**src/rtl/mem_arbiter.sv**
```systemverilog
// mem_arbiter: shares one single-port byte memory between an instruction-fetch
// port (16-bit big-endian fetches, two memory reads) and a byte-wide data port.
//
// Parameters:
//   ADR_W      memory byte-address width
// Ports:
//   clk, reset                 single clock, synchronous active-high reset
//   i_req, i_adr               fetch request (held until i_ack), byte address (bit 0 ignored)
//   i_data, i_ack              fetched instruction, one-cycle completion pulse
//   d_req, d_we, d_adr,        data request (held until d_ack), write enable,
//   d_wdata                    byte address, write byte
//   d_rdata, d_ack             read byte, one-cycle completion pulse
//   mem_adr, mem_wdata,        shared memory address, write byte, write strobe
//   mem_we, mem_rdata          read byte (valid one cycle after mem_adr)
//
// Configuration:
//   ARB_ROUND_ROBIN_EN  when defined, a simultaneous fetch/data request goes to the
//                       requester not granted last; otherwise data always wins a tie.
//
// Outputs are decoded combinationally from the current state so that mem_adr is
// presented in the grant cycle and read data is visible alongside its ack.
module mem_arbiter #(
    parameter int unsigned ADR_W = 16
) (
    input  logic             clk,
    input  logic             reset,
    input  logic             i_req,
    input  logic [ADR_W-1:0] i_adr,
    output logic [15:0]      i_data,
    output logic             i_ack,
    input  logic             d_req,
    input  logic             d_we,
    input  logic [ADR_W-1:0] d_adr,
    input  logic [7:0]       d_wdata,
    output logic [7:0]       d_rdata,
    output logic             d_ack,
    output logic [ADR_W-1:0] mem_adr,
    output logic [7:0]       mem_wdata,
    output logic             mem_we,
    input  logic [7:0]       mem_rdata
);

    typedef enum logic [2:0] {
        StIdle,
        StIHi,
        StILo,
        StDRd,
        StDWr
    } state_e;

    state_e      state_q, state_d;
    logic [15:0] i_data_q, i_data_d;
    logic [7:0]  d_rdata_q, d_rdata_d;
    logic        fetch_wins;

    // Fetch halves: the word is always aligned, so an odd i_adr reads the same pair.
    logic [ADR_W-1:0] i_adr_hi, i_adr_lo;
    assign i_adr_hi = i_adr & ~ADR_W'(1);
    assign i_adr_lo = i_adr | ADR_W'(1);

`ifdef ARB_ROUND_ROBIN_EN
    // 1 = data was granted last; reset to data so the first tie goes to fetch.
    logic last_grant_q, last_grant_d;
    assign fetch_wins = i_req & (~d_req | last_grant_q);
`else
    assign fetch_wins = i_req & ~d_req;
`endif

    always_comb begin
        state_d   = state_q;
        i_data_d  = i_data_q;
        d_rdata_d = d_rdata_q;
`ifdef ARB_ROUND_ROBIN_EN
        last_grant_d = last_grant_q;
`endif
        i_data    = i_data_q;
        d_rdata   = d_rdata_q;
        i_ack     = 1'b0;
        d_ack     = 1'b0;
        mem_adr   = '0;
        mem_wdata = 8'h00;
        mem_we    = 1'b0;

        unique case (state_q)
            StIdle: begin
                if (fetch_wins) begin
                    mem_adr = i_adr_hi;
                    state_d = StIHi;
`ifdef ARB_ROUND_ROBIN_EN
                    last_grant_d = 1'b0;
`endif
                end else if (d_req) begin
                    mem_adr = d_adr;
                    if (d_we) begin
                        mem_we    = 1'b1;
                        mem_wdata = d_wdata;
                        state_d   = StDWr;
                    end else begin
                        state_d = StDRd;
                    end
`ifdef ARB_ROUND_ROBIN_EN
                    last_grant_d = 1'b1;
`endif
                end
            end
            StIHi: begin
                mem_adr  = i_adr_lo;
                i_data_d = {mem_rdata, i_data_q[7:0]};
                state_d  = StILo;
            end
            StILo: begin
                i_data_d = {i_data_q[15:8], mem_rdata};
                i_data   = i_data_d;
                i_ack    = 1'b1;
                state_d  = StIdle;
            end
            StDRd: begin
                d_rdata_d = mem_rdata;
                d_rdata   = mem_rdata;
                d_ack     = 1'b1;
                state_d   = StIdle;
            end
            StDWr: begin
                d_ack   = 1'b1;
                state_d = StIdle;
            end
            default: state_d = StIdle;
        endcase

        // The cycle in which reset is sampled shows reset values on every output.
        if (reset) begin
            i_data    = 16'h0000;
            d_rdata   = 8'h00;
            i_ack     = 1'b0;
            d_ack     = 1'b0;
            mem_adr   = '0;
            mem_wdata = 8'h00;
            mem_we    = 1'b0;
        end
    end

    always_ff @(posedge clk) begin
        if (reset) begin
            state_q   <= StIdle;
            i_data_q  <= 16'h0000;
            d_rdata_q <= 8'h00;
`ifdef ARB_ROUND_ROBIN_EN
            last_grant_q <= 1'b1;
`endif
        end else begin
            state_q   <= state_d;
            i_data_q  <= i_data_d;
            d_rdata_q <= d_rdata_d;
`ifdef ARB_ROUND_ROBIN_EN
            last_grant_q <= last_grant_d;
`endif
        end
    end

endmodule

```
**config.mk**
```make
export PLATFORM = sky130hd
export DESIGN_NAME = mem_arbiter
export DESIGN_NICKNAME = d
export VERILOG_FILES = /design/src/rtl/mem_arbiter.sv
export SDC_FILE = /design/constraint.sdc
export NUM_CORES = 1
export LEC_CHECK = 0
export BUFFER_PORTS_ARGS = -buffer_cell sky130_fd_sc_hd__buf_2
export CAP_MARGIN = 20
export CORE_MARGIN = 4
export CORE_UTILIZATION = 40
export CTS_BUF_LIST = sky130_fd_sc_hd__clkbuf_2 sky130_fd_sc_hd__clkbuf_4 sky130_fd_sc_hd__clkbuf_8
export DETAILED_ROUTE_END_ITERATION = 6
export PLACE_DENSITY = 0.8
export REMOVE_ABC_BUFFERS = 1
export SLEW_MARGIN = 0
export SYNTH_ARGS = -nofsm -noshare
export SYNTH_HDL_FRONTEND = slang
export SYNTH_SLANG_ARGS = --single-unit
export TNS_END_PERCENT = 100
```
**constraint.sdc**
```tcl
create_clock -name clk -period 4.5 [get_ports clk]
set_clock_uncertainty 0.15 [all_clocks]
set_input_delay 0.225 -clock clk [delete_from_list [all_inputs] [get_ports clk]]
set_output_delay 0.225 -clock clk [all_outputs]
set_load 0.05 [all_outputs]
```
# Word-level counts from Yosys, hierarchy flattened
# Cells that the tools add are included.
dict set report totals {
  reg_bits 27
  in_bits 53
  wordCells 44
  output_inout_bits 51
}
dict set report classes {
  n_reduce_logical 4
  n_eq_ne 5
  bitwise_logic 4
  mux 27
}
# cell count
set op_table {}
lappend op_table {{two-way mux 16 bit} 4}
lappend op_table {{two-way mux 8 bit} 8}
lappend op_table {{one-hot mux 16 bit (2 select lines)} 2}
lappend op_table {{two-way mux 1 bit} 9}
lappend op_table {{two-way mux 3 bit} 3}
lappend op_table {{== test 3 x 2 -> 1 bit (second input constant)} 2}
lappend op_table {{one-hot mux 3 bit (2 select lines)} 1}
lappend op_table {{AND reduction 2 bit} 2}
lappend op_table {{== test 3 x 1 -> 1 bit (second input constant)} 1}
lappend op_table {{== test 3 bit (second input constant)} 1}
lappend op_table {{logical NOT 3 bit} 1}
lappend op_table {{inequality test 3 bit (second input constant)} 1}
lappend op_table {{NOT 1 bit} 3}
lappend op_table {{OR reduction 2 bit} 1}
lappend op_table {{bitwise AND 1 bit} 1}

# Logic depth before layout (Yosys ltp)
# Gate-level depths: netlist of run 1.
dict set report logic_depth {
  depth_word 5
  ltp_mapped 6
}

# Least setup slack after synthesis of run 1
# Ideal clock, no wire load.
dict set report synth_timing {
  path_type {register to output}
  startpoint {reg state_q[0]}
  endpoint {out d_rdata[0]}
  n_path_buf 2
  stages_incl_launch_ff 6
  t_required_ns 4.125
  t_arrival_ns 1.729
  slack_ns 2.396
  cell_sequence {dfxtp_1 buf_2 and3b_1 clkbuf_1 nand2_1 a21oi_1}
}
dict set report synth_via {
  elab_chain_len 3
}
# element line
set synth_lines {}
lappend synth_lines {{from (decl)} 51} ;# state_e state_q, state_d;
lappend synth_lines {{from (signal assigned)} 144} ;# state_q <= StIdle;
lappend synth_lines {{from (signal assigned)} 151} ;# state_q <= state_d;
lappend synth_lines {{== test 3 x 2 -> 1 bit} 84} ;# unique case (state_q)
lappend synth_lines {{two-way mux 8 bit} 84}
lappend synth_lines {{two-way mux 8 bit} 131} ;# if (reset) begin
lappend synth_lines {{to (decl)} 35} ;# output logic [7:0] d_rdata,
# No other way between the ends.

# Worst setup path in the final report of run 1
dict set report layout_timing {
  startpoint {reg state_q[1]}
  endpoint {out i_data[4]}
}
dict set report layout_via {
  elab_chain_len 3
}
# element line
set layout_lines {}
lappend layout_lines {{== test 3 x 2 -> 1 bit} 84}
lappend layout_lines {{two-way mux 8 bit} 84}
lappend layout_lines {{two-way mux 16 bit} 131}
lappend layout_lines {{to (decl)} 29} ;# output logic [15:0] i_data,
# No other way between the ends.

==> implementation parameters, run 1 <==
Parameter                              Value

STA
  Final hold violation count ... 0
  Number of max-slew violations in the final report ... 0
  Worst hold slack ... 0.0163 ns
  Final-layout setup total negative slack ... 0 ns
  Shortest period the worst path allows ... 2.63 ns
  Tightest Pin Transition ... 0.910 ns
  Slack of the critical path ... approximately 1.9 ns
  Upper clock frequency limit ... ~380 MHz
  Worst slew slack as a fraction of its limit ... roughly two fifths
  Period utilization ... 58.4%
  # setup viols final ... 0
  Unrepaired setup endpoints after global routing ... false

Power and ir drop
  Static leakage power ... between 1 and 1.5 nW
  Internal ... 0.350 mW
  Clock share of power ... 20.1%
  Part of the total power dissipated in combinational logic ... 33.6%
  Total design power ... around 0.55 mW
  Pwr/cell area ... between 200 and 300 nW/µm²
  Sequential fraction of design power ... a little under half
  VDD IR-drop max ... ~0.16 mV
  Switching part of the total ... 36.5%
  Sw power ... around 0.20 mW

Clock tree
  Cts bufs inserted ... 3
  TritonCTS clock tree ... done
  Cell at the root of the clock tree ... sky130_fd_sc_hd__clkbuf_4
  Clock transition at the registers of the reported paths ... 0.14 ns
  CTS Buffer Depth ... 2
  Clock latency on the worst-skew pair ... around 0.32 ns
  H-Tree Level Count ... 1
  CTS sink cnt ... 27

Floorplanning
  Initial core utilization ... about two fifths
  Num ports ... around 100
  Die Wd ... 66.6 µm
  Row count ... 21
  Area of the core ... approximately 3300 µm²
  Overall die height ... 66.6 µm
  Die Footprint ... 4430 µm²

GRT
  Overall routing resource usage ... between 10% and 20%
  Global route total overflow ... 0
  Pin count of the biggest net entering global routing ... between 40 and 50
  Via count of the first global-routing pass ... between 1,000 and 1,500
  First-pass GRT wire length ... 5760 µm
  Number of antenna violations at the first check in global routing ... 0

Final layout
  Final standard cell count with taps included and fillers excluded ... ~320
  Post-layout nets ... 323
  Fillers ... 325
  Area growth syn-to-layout ... 43.6%
  Post-layout instance area ... 1970 µm²
  Core utilization of the finished layout ... 59.1%
  Layout cell share with drive strength beyond 1 ... 45.0%
  N_diodes ... 0

Place
  Routability Congestion ... 0.751
  Area post-placement ... about 1900 µm²
  Worst setup slack after placement ... 2.18 ns
  Buffers added on ports ... between 100 and 150
  Post-DP HPWL ... 2870 µm
  Placed Cells incl. Taps ... a little over 300

Yosys
  Sequential area share after synthesis ... 39.4%
  Biggest area contributors in the synthesized netlist ... sky130_fd_sc_hd__dfxtp_1, sky130_fd_sc_hd__nand2_1, sky130_fd_sc_hd__a22o_2, sky130_fd_sc_hd__a21oi_1, sky130_fd_sc_hd__mux2i_1
  Count of cell types in the netlist ... 25
  Cell type with the largest total area after synthesis ... sky130_fd_sc_hd__dfxtp_1
  Summed instance area of the synthesized netlist ... 1370 µm²
  Post-Syn Area per Cell ... 8.12 µm²
  Number of standard cells after synthesis ... 169
  Synthesis-stage register bit count ... 27
  Warnings from Yosys ... 0
  Area share of the largest cell type after synthesis ... slightly below 40%

Critical path
  Data required time at the worst endpoint ... roughly 4.1 ns
  Nature of the critical path endpoint ... output port
  Worst setup SP type ... flip-flop
  Maximum fanout count along the critical path ... 9
  Critical path type ... reg2out
  Data arrival time of the critical path ... roughly 2.3 ns

Routing
  WL final ... 3860 µm
  Antenna-violating nets left ... 0
  Vias/cell ... 4.59
  Initial drt markers ... between 90 and 100
  Via count ... 1,446
  Drt drc ... 0
  Detailed-router iteration count before antenna repair ... 4
  Routed length per instance ... 12.3 µm

Job
  Maximum capacitance violations ... 0

Outcome
  Status ... finished clean

Hold path
  Hold WC Path Type ... in2reg
power groups by stage:
stage	Sequential, mW	Combinational [mW]	Clock [mW]
after global routing	0.256	0.198	0.125
after global placement	0.259	0.178	0
after floorplan	0.258	0.124	0
after CTS	0.255	0.186	0.114
after detailed placement	0.260	0.180	0
final	0.255	0.185	0.111
layout by cell type (no fill, tap or decap), types with 5 or more instances in the layout:
cell,instances
sky130_fd_sc_hd__and2_1,9
sky130_fd_sc_hd__nor2b_1,10
sky130_fd_sc_hd__nor2_1,21
sky130_fd_sc_hd__a22o_1,5
sky130_fd_sc_hd__dfxtp_1,27
sky130_fd_sc_hd__a21oi_1,19
sky130_fd_sc_hd__dlygate4sd3_1,8
sky130_fd_sc_hd__buf_2,102
sky130_fd_sc_hd__a22o_2,10
sky130_fd_sc_hd__mux2i_1,8
sky130_fd_sc_hd__nand2_1,32
routing by layer:
metal / track usage, % / routed length, µm / vias up
met5: 0 / 0 / -
met4: 3.30 / 21 / 0
met3: 4.22 / 223 / 4
met2: 27.2 / 1930 / 44
met1: 22.1 / 1690 / 631
li1: - / - / 767
area by class of cell:
cell class | count | area [µm²] | share of cell area [%]
Sequential cell | 27 | 541 | 27.4
Inverter | 2 | 7.51 | 0.381
Timing Repair Buffer | 110 | 591 | 30.0
Clock buffer | 4 | 30.0 | 1.52
Multi-Input combinational cell | 126 | 744 | 37.8
Tap cell | 46 | 57.6 | 2.92
critical path, stage by stage (launching register included):
cell and delay, ns:
sky130_fd_sc_hd__dfxtp_1 0.47, sky130_fd_sc_hd__nor3b_2 0.79, sky130_fd_sc_hd__mux2i_1 0.22, sky130_fd_sc_hd__nor2_1 0.16
sky130_fd_sc_hd__buf_2 0.28
sequential cells by signal, indices dropped and copies added, names as in the netlist:
register / flops
i_data_q: 16
d_rdata_q: 8
state_q: 3
kinds of logic after synthesis:
family	share of synthesized area [%]
AOI/OAI and AO/OA	18.6
buffers and inverters	6.75
DFF	39.4
muxes	5.83
and+or+nand+nor	29.4
what timing repair did:
| item | in CTS | in global routing |
|---|---|---|
| hold buffers | 8 | 0 |
| resized for setup | 0 | 0 |
| endpoints found under the hold margin | 8 | 0 |
| setup buffers | 0 | 0 |
cells in the mapped netlist:
| cell | instances |
|---|---|
| sky130_fd_sc_hd__nor4_1 | 1 |
| sky130_fd_sc_hd__and2_1 | 9 |
| sky130_fd_sc_hd__a22o_2 | 10 |
| sky130_fd_sc_hd__dfxtp_1 | 27 |
| sky130_fd_sc_hd__nor3b_1 | 1 |
| sky130_fd_sc_hd__inv_1 | 2 |
| sky130_fd_sc_hd__or3_4 | 1 |
| sky130_fd_sc_hd__a21oi_1 | 19 |
| sky130_fd_sc_hd__or3b_2 | 1 |
| sky130_fd_sc_hd__a22o_1 | 5 |
| sky130_fd_sc_hd__nor2b_1 | 10 |
| sky130_fd_sc_hd__nand2_1 | 32 |
| sky130_fd_sc_hd__buf_2 | 5 |
| sky130_fd_sc_hd__nor3b_2 | 1 |
| sky130_fd_sc_hd__buf_4 | 1 |
| sky130_fd_sc_hd__and3_1 | 2 |
| sky130_fd_sc_hd__clkbuf_1 | 5 |
| sky130_fd_sc_hd__nand3b_1 | 1 |
| sky130_fd_sc_hd__buf_6 | 3 |
| sky130_fd_sc_hd__a21oi_4 | 1 |
| sky130_fd_sc_hd__nor3_1 | 1 |
| sky130_fd_sc_hd__mux2i_1 | 8 |
| sky130_fd_sc_hd__nor2_1 | 21 |
| sky130_fd_sc_hd__nand2b_1 | 1 |
| sky130_fd_sc_hd__and3b_1 | 1 |
path summary, 6_finish.rpt:
| path | cells after the start | to | slack, ns | startpoint |
|---|---|---|---|---|
| max | 4 | i_data[4] | 1.87 | state_q[1] |
| min | 3 | i_data_q[8] | 0.02 | mem_rdata[0] |
| max reg2reg | 3 | i_data_q[2] | 2.58 | state_q[1] |
| min reg2reg | 2 | i_data_q[13] | 0.32 | i_data_q[13] |
Power figures use the tool's default switching activity.
==> inputs of run 2 (changes only) <==
ABC_AREA = 1   (was unset)
PLACE_DENSITY = 0.78   (was 0.8)
clock period = 2.5 ns   (was 4.5 ns; I/O delays follow)
==> run 2 against run 1 <==
  * Via count grew 28%
  * Highest routed layer is now met3
  * Cell count grew 30%
  * Largest power group unchanged
  * Wire length grew 11%
  * Global-route usage grew 0.84 points
  * Critical endpoint is now mem_adr[1]
  * Critical path depth grew 2
  * Largest cell class unchanged
  * Cell area grew 9.9%
==> implementation parameters, run 2 <==
Parameter                              Value

Final layout
  Fillers ... 375 (was 325)
  N_diodes ... 0 (unchanged)
  Biggest regs ... i_data_q: 16 flops, d_rdata_q: 8 flops, state_q: 3 flops (unchanged)
  Layout cell share with drive strength beyond 1 ... 33.1% (was 45.0%)
  Post-layout nets ... 414 (was 323)
  Largest register FFs ... 16 (unchanged)
  Commonest non-fill, non-tap cell in the layout ... sky130_fd_sc_hd__nand2_1 (was sky130_fd_sc_hd__buf_2)
  Core utilization of the finished layout ... 59.2% (was 59.1%)
  Commonest non-fill, non-tap cells in the layout ... sky130_fd_sc_hd__nand2_1, sky130_fd_sc_hd__buf_2, sky130_fd_sc_hd__nor2_1 (was sky130_fd_sc_hd__buf_2, sky130_fd_sc_hd__nand2_1, sky130_fd_sc_hd__dfxtp_1)
  Area growth syn-to-layout ... 43.1% (was 43.6%)
  Reg with most FFs ... i_data_q (unchanged)
  Final standard cell count with taps included and fillers excluded ... 408 (was 315)

Yosys
  Async SR Flop Fraction ... 0% (unchanged)
  Count of cell types in the netlist ... 15 (was 25)
  Biggest area contributors in the synthesized netlist ... sky130_fd_sc_hd__dfxtp_1, sky130_fd_sc_hd__nand2_1, sky130_fd_sc_hd__nor2_1, sky130_fd_sc_hd__o21ai_0, sky130_fd_sc_hd__nor3b_1 (was sky130_fd_sc_hd__dfxtp_1, sky130_fd_sc_hd__nand2_1, sky130_fd_sc_hd__a22o_2, sky130_fd_sc_hd__a21oi_1, sky130_fd_sc_hd__mux2i_1)
  Warnings from Yosys ... 0 (unchanged)
  Number of standard cells after synthesis ... 255 (was 169)
  Sequential area share after synthesis ... 35.7% (was 39.4%)
  Cell type with the largest total area after synthesis ... sky130_fd_sc_hd__dfxtp_1 (unchanged)
  Area share of the largest cell type after synthesis ... 35.7% (was 39.4%)
  Library cell with the highest instance count after synthesis ... sky130_fd_sc_hd__nand2_1 (unchanged)
  Synthesis-stage register bit count ... 27 (unchanged)
  Number of enable-type register cells in the synthesized netlist ... 0 (unchanged)
  Summed instance area of the synthesized netlist ... 1510 µm² (was 1370 µm²)
  Cell types with the highest counts after synthesis ... sky130_fd_sc_hd__nand2_1, sky130_fd_sc_hd__nor2_1, sky130_fd_sc_hd__dfxtp_1 (was sky130_fd_sc_hd__nand2_1, sky130_fd_sc_hd__dfxtp_1, sky130_fd_sc_hd__nor2_1)
  Post-Syn Area per Cell ... 5.94 µm² (was 8.12 µm²)
  Commonest register cell after synthesis ... sky130_fd_sc_hd__dfxtp_1 (unchanged)

STA
  Worst hold slack ... 0.00979 ns (was 0.0163 ns)
  Period utilization ... 79.5%
  Tightest Pin Transition ... 0.381 ns (was 0.910 ns)
  Number of max-slew violations in the final report ... 0 (unchanged)
  Shortest period the worst path allows ... 1.99 ns
  Final hold violation count ... 0 (unchanged)
  Unrepaired setup endpoints after global routing ... false (unchanged)
  Upper clock frequency limit ... 503 MHz
  Worst slew slack as a fraction of its limit ... 74.5% (was 39.1%)
  Final-layout setup total negative slack ... 0 ns (unchanged)
  # setup viols final ... 0 (unchanged)

Clock tree
  Clock latency on the worst-skew pair ... 0.27 ns (was 0.32 ns)
  TritonCTS clock tree ... done (unchanged)
  Cell at the root of the clock tree ... sky130_fd_sc_hd__clkbuf_8 (was sky130_fd_sc_hd__clkbuf_4)
  CTS Buffer Depth ... 2 (unchanged)
  Post-cts gate resize count ... 0 (unchanged)
  H-Tree Level Count ... 1 (unchanged)
  Clock transition at the registers of the reported paths ... 0.09 ns (was 0.14 ns)
  CTS sink cnt ... 27 (unchanged)
  Post-CTS repair timing setup buffer count ... 0 (unchanged)
  Hold buffer count at CTS ... 8 (unchanged)
  Cts bufs inserted ... 3 (unchanged)

Floorplanning
  Initial core utilization ... 41.4% (was 41.1%)
  Area of the core ... 3660 µm² (was 3340 µm²)
  Num ports ... 104 (unchanged)
  Die Footprint ... 4830 µm² (was 4430 µm²)
  Row count ... 22 (was 21)
  Overall die height ... 69.5 µm (was 66.6 µm)
  Die Wd ... 69.5 µm (was 66.6 µm)

Power and ir drop
  Sw power ... 0.486 mW (was 0.201 mW)
  VDD IR-drop max ... 0.220 mV (was 0.157 mV)
  Internal ... 0.716 mW (was 0.350 mW)
  Pwr/cell area ... 555 nW/µm² (was 279 nW/µm²)
  Static leakage power ... 1.32 nW (was 1.00 nW)
  Total design power ... 1.20 mW (was 0.550 mW)
  Part of the total power dissipated in combinational logic ... 39.5% (was 33.6%)
  Switching part of the total ... 40.4% (was 36.5%)
  Clock share of power ... 20.8% (was 20.1%)
  Sequential fraction of design power ... 39.7% (was 46.3%)

Routing
  Initial drt markers ... 82 (was 91)
  Antenna-violating nets left ... 0 (unchanged)
  Detailed-router iteration count before antenna repair ... 4 (unchanged)
  Via count ... 1,856 (was 1,446)
  Met1 wire length ... 1870 µm (was 1690 µm)
  Wire length on met3 ... 371 µm (was 223 µm)
  Drt drc ... 0 (unchanged)
  WL met2 ... 2040 µm (was 1930 µm)
  Routed length per instance ... 10.5 µm (was 12.3 µm)
  DR top layer ... met3 (was met4)
  WL final ... 4290 µm (was 3860 µm)
  Vias/cell ... 4.55 (was 4.59)

Place
  Post-DP HPWL ... 3220 µm (was 2870 µm)
  Buffers added on ports ... 102 (unchanged)
  Routability Congestion ... 0.745 (was 0.751)
  Placed Cells incl. Taps ... 396 (was 303)

Outcome
  Status ... finished clean (unchanged)

GRT
  Via count of the first global-routing pass ... 1,722 (was 1,262)
  First-pass GRT wire length ... 7290 µm (was 5760 µm)
  Global route total overflow ... 0 (unchanged)
  Pin count of the biggest net entering global routing ... 27 (was 45)
  Number of antenna violations at the first check in global routing ... 0 (unchanged)
  Overall routing resource usage ... 17.5% (was 16.7%)

Critical path
  Worst path most repeated cell ... sky130_fd_sc_hd__nand2_1
  Worst path max stage delay ... 0.36 ns (was 0.79 ns)
  Worst r2r src ... state_q[1] (unchanged)
  Nature of the critical path endpoint ... output port (unchanged)
  Cell with the biggest individual delay on the critical path ... sky130_fd_sc_hd__dfxtp_1 (was sky130_fd_sc_hd__nor3b_2)
  Maximum fanout count along the critical path ... 15 (was 9)
  Data required time at the worst endpoint ... 2.23 ns (was 4.12 ns)
  Launch point of the critical path ... state_q[1] (unchanged)
  Data arrival time of the critical path ... 1.71 ns (was 2.25 ns)
  Ordered cell list for the critical path ... nor2_2, nand3_2, inv_2, nand2_1, nand2_1, buf_2 (was nor3b_2, mux2i_1, nor2_1, buf_2)
  Critical path type ... reg2out (unchanged)
  Worst setup SP type ... flip-flop (unchanged)

Hold path
  Hold_sp ... mem_rdata[7] (was mem_rdata[0])
  Hold WC Path Type ... in2reg (unchanged)

Job
  Maximum capacitance violations ... 0 (unchanged)
-- run 2: cell count changes after synthesis, sizes merged, moves of 11 or more --
| cell | change |
|---|---|
| inv | +15 |
| a21oi | -11 |
| nand2 | +73 |
| a22o | -15 |
| nor2 | +37 |
| o21ai | +17 |
-- run 2: cell families after synthesis --
group,Yosys count,synth area share (%)
buf+inv,27,7.85
simple gates,175,47.9
compound gates,26,8.59
flops,27,35.7
-- run 2: routing by layer --
metal  global-route usage, %  vias to the layer above
met5                       0                        -
met4                    3.25                        0
met3                    3.62                        0
met2                    31.5                       84
met1                    21.6                      782
li1                        -                      990
-- run 2: power by group through the flow --
stage               sequential, mW  combinational [mW]  clock [mW]
detailed placement           0.488               0.467           0
CTS                          0.477               0.478       0.255
global route                 0.482               0.517       0.273
floorplan                    0.485               0.337           0
global placement             0.486               0.463           0
finish                       0.477               0.476       0.250
-- run 2: area by class of cell --
cell class                      count  area (µm²)  area share (%)
Tap cell                           48        60.1            2.77
Inverter                           17        63.8            2.95
Multi-Input combinational cell    201         855            39.5
Clock buffer                        4        48.8            2.25
Sequential cell                    27         541            25.0
Timing Repair Buffer              111         598            27.6
-- run 2: worst paths after layout --
path	to	slack [ns]	cells after the start
max	mem_adr[1]	0.51	6
min reg2reg	i_data_q[9]	0.32	2
min	i_data_q[15]	0.01	3
max reg2reg	d_rdata_q[4]	1.15	5
-- run 2: stage by stage --
step	instance area, µm²	setup slack [ns]
floorplan	1460	0.387
global placement	2040	0.669
detailed placement	2040	0.654
CTS	2170	0.510
global route	2170	0.338
finish	2170	0.512
-- run 2: critical path, delay by kind of cell (launching register included) --
| kind | cells | cell delay, ns |
|---|---|---|
| buffers and inverters | 2 | 0.57 |
| flip-flops | 1 | 0.36 |
| AND/OR/NAND/NOR | 4 | 0.52 |
==> inputs of run 3 (changes only) <==
clock period = 1.93 ns   (was 2.5 ns; I/O delays follow)
==> run 3 against run 2 <==
  * Wire length down 1.3%
  * Clock-buffer cell count unchanged
  * Clock power up 27%
  * Non-clock buffer count up 2
  * Total power up 31%
  * Utilization up 1.6 points
  * Global-route usage down 0.58 points
  * Die area unchanged
  * Largest cell class unchanged
  * Highest routed layer is now met4
==> implementation parameters, run 3 (synthesis results as in run 2) <==
Parameter                              Value

Critical path
  Maximum fanout count along the critical path ... 10 (was 15)
  Data required time at the worst endpoint ... 1.68 ns (was 2.23 ns)
  Data arrival time of the critical path ... 1.59 ns (was 1.71 ns)
  Cell with the biggest individual delay on the critical path ... sky130_fd_sc_hd__dfxtp_1 (unchanged)
  Buffers & Inverters on Critical Path ... 3 (was 2)
  Ordered cell list for the critical path ... inv_2, nand3_2, inv_4, nor2_1, nor2_1, clkbuf_4 (was nor2_2, nand3_2, inv_2, nand2_1, nand2_1, buf_2)
  Stages on worst setup path ... 6 (unchanged)
  Critical path type ... reg2out (unchanged)
  Register-to-register path setup slack ... 0.59 ns (was 1.15 ns)
  Worst path max stage delay ... 0.38 ns (was 0.36 ns)
  Nature of the critical path endpoint ... output port (unchanged)
  Worst setup SP type ... flip-flop (unchanged)
  Worst r2r src ... state_q[2] (was state_q[1])
  Worst R2R Path Depth ... 4 (was 5)
  Kind of cell adding the most delay to the critical path ... buffers and inverters (unchanged)
  RR Endpoint ... i_data_q[2] (was d_rdata_q[4])
  Worst path most repeated cell ... sky130_fd_sc_hd__nor2_1 (was sky130_fd_sc_hd__nand2_1)

STA
  Period utilization ... 95.1%
  Upper clock frequency limit ... 545 MHz
  Slack of the critical path ... 0.0954 ns (was 0.512 ns)
  Unrepaired setup endpoints after global routing ... true (was false)
  Shortest period the worst path allows ... between 1.5 and 2 ns
  Final hold violation count ... 0 (unchanged)
  Number of max-slew violations in the final report ... 0 (unchanged)
  # setup viols final ... 0 (unchanged)
  Tightest Pin Transition ... 0.360 ns (was 0.381 ns)
  Worst slew slack as a fraction of its limit ... 76.0% (was 74.5%)

Clock tree
  Post-CTS repair timing setup buffer count ... 0 (unchanged)
  CTS Buffer Depth ... 2 (unchanged)
  H-Tree Level Count ... 1 (unchanged)
  CTS sink cnt ... 27 (unchanged)
  Clock latency on the worst-skew pair ... 0.26 ns (was 0.27 ns)
  Cell at the root of the clock tree ... sky130_fd_sc_hd__clkbuf_8 (unchanged)
  Cts bufs inserted ... 3 (unchanged)
  TritonCTS clock tree ... done (unchanged)
  Clock transition at the registers of the reported paths ... 0.08 ns (was 0.09 ns)

Final layout
  Final standard cell count with taps included and fillers excluded ... 410 (was 408)
  Post-layout nets ... 416 (was 414)
  Commonest non-fill, non-tap cells in the layout ... sky130_fd_sc_hd__nand2_1, sky130_fd_sc_hd__buf_2, sky130_fd_sc_hd__nor2_1 (unchanged)
  Commonest non-fill, non-tap cell in the layout ... sky130_fd_sc_hd__nand2_1 (unchanged)
  Area growth syn-to-layout ... 46.9% (was 43.1%)
  N_diodes ... 0 (unchanged)
  Reg with most FFs ... i_data_q (unchanged)
  Layout cell share with drive strength beyond 1 ... 33.1% (about the same)
  Area of combinational cells with multiple inputs ... 862 µm² (was 855 µm²)
  Largest register FFs ... 16 (unchanged)
  Reg area ... 541 µm² (unchanged)
  Fillers ... 366 (was 375)
  Biggest regs ... i_data_q: 16 flops, d_rdata_q: 8 flops, state_q: 3 flops (unchanged)

GRT
  Overall routing resource usage ... 16.9% (was 17.5%)
  Number of antenna violations at the first check in global routing ... 0 (unchanged)
  Pin count of the biggest net entering global routing ... 25 (was 27)
  Via count of the first global-routing pass ... 1,669 (was 1,722)
  First-pass GRT wire length ... 7110 µm (was 7290 µm)
  Global route total overflow ... 0 (unchanged)

Hold path
  Hold_sp ... i_req (was mem_rdata[7])
  Cells on Worst Hold Path ... 3 (unchanged)
  Hold WC Path Type ... in2reg (unchanged)
  Worst hold endpoint ... state_q[0] (was i_data_q[15])

Place
  Worst setup slack after placement ... 0.276 ns (was 0.654 ns)
  Buffers added on ports ... 102 (unchanged)
  Placed Cells incl. Taps ... 397 (was 396)
  Routability Congestion ... 0.738 (was 0.745)
  Post-DP HPWL ... 3250 µm (was 3220 µm)

Power and ir drop
  Sw power ... 0.631 mW (was 0.486 mW)
  Internal ... 0.941 mW (was 0.716 mW)
  Sequential fraction of design power ... 39.3% (was 39.7%)
  Switching part of the total ... 40.1% (was 40.4%)
  Part of the total power dissipated in combinational logic ... 40.5% (was 39.5%)
  Pwr/cell area ... 707 nW/µm² (was 555 nW/µm²)
  VDD IR-drop max ... 0.319 mV (was 0.220 mV)
  Static leakage power ... 1.32 nW (about the same)
  Clock share of power ... 20.2% (was 20.8%)

Routing
  Detailed-router iteration count before antenna repair ... 4 (unchanged)
  Antenna-violating nets left ... 0 (unchanged)
  Initial drt markers ... 85 (was 82)
  Routed length per instance ... 10.3 µm (was 10.5 µm)
  Via count ... 1,846 (was 1,856)
  Drt drc ... 0 (unchanged)
  WL final ... 4230 µm (was 4290 µm)
  Vias/cell ... 4.50 (was 4.55)

Floorplanning
  Area of the core ... 3660 µm² (unchanged)
  Num ports ... 104 (unchanged)
  Overall die height ... 69.5 µm (unchanged)
  Die Footprint ... 4830 µm² (unchanged)
  Row count ... 22 (unchanged)
  Initial core utilization ... 41.4% (unchanged)
  Die Wd ... 69.5 µm (unchanged)

Job
  Maximum capacitance violations ... 0 (unchanged)

Outcome
  Status ... finished clean (unchanged)
[run 3: cell count changes in the layout (fill, tap and decap cells not counted)]
cell / before / now
sky130_fd_sc_hd__dlygate4sd3_1: 8 / 9
sky130_fd_sc_hd__inv_2: 6 / 3
sky130_fd_sc_hd__inv_4: 0 / 3
sky130_fd_sc_hd__buf_4: 1 / 2
sky130_fd_sc_hd__nand3_4: 0 / 1
sky130_fd_sc_hd__buf_2: 102 / 92
sky130_fd_sc_hd__nand3_2: 2 / 1
sky130_fd_sc_hd__clkbuf_4: 1 / 11
[run 3: how the worst max path moves through the flow]
stage | start | endpoint
finish | state_q[2] | i_data[6]
global route | state_q[0] | mem_adr[14]
CTS | state_q[0] | mem_adr[14]
detailed placement | state_q[0] | mem_adr[14]
global placement | state_q[1] | mem_adr[2]
floorplan | state_q[0] | mem_wdata[0]
[run 3: worst reg2reg max path, cell delays in order (launching register included)]
cell and delay (ns):
sky130_fd_sc_hd__dfxtp_1 0.38, sky130_fd_sc_hd__inv_2 0.11, sky130_fd_sc_hd__nand3_2 0.21, sky130_fd_sc_hd__o21ai_0 0.32, sky130_fd_sc_hd__nor2_1 0.06
[run 3: through the flow]
stage          setup TNS (ns)  power (mW)  hold slack (ns)  util [%]  instance area [µm²]
2_1_floorplan           -1.33        1.06           0.0986         -                 1460
3_3_place_gp                0        1.23            0.221      55.8                 2040
3_5_place_dp                0        1.24            0.223      55.8                 2040
4_1_cts                     0        1.57           0.0282      59.7                 2190
5_1_grt               -0.0522        1.66           0.0641      60.7                 2220
6_report                    0        1.57           0.0274      60.7                 2220
[run 3: what timing repair did]
action                                 CTS  global route
endpoints found under the hold margin   16             0
hold buffers                             9             0
gates cloned                             0             0
setup endpoints to repair               14            27
gates resized for setup                  1            13
[run 3: per-layer routing]
| metal | vias to the layer above | global-route usage, % | wire length [µm] |
|---|---|---|---|
| met3 | 2 | 5.80 | 421 |
| met5 | - | 0 | 0 |
| met4 | 0 | 1.95 | 16 |
| met1 | 779 | 20.2 | 1810 |
| li1 | 995 | - | - |
| met2 | 70 | 30.1 | 1990 |
[run 3: area by class of cell]
cell class	count	share of cell area (%)
multi-input cells	201	38.8
repair buffers	113	28.8
flip-flops and latches	27	24.3
inverters	17	3.21
well taps	48	2.70
clock buffers	4	2.19
[run 3: power groups by stage]
stage                     Clock, mW  Combinational, mW  Sequential, mW
final                         0.318              0.636           0.617
after global routing          0.349              0.689           0.623
after CTS                     0.326              0.625           0.618
after detailed placement          0              0.608           0.631
after global placement            0              0.601           0.630
after floorplan                   0              0.436           0.628
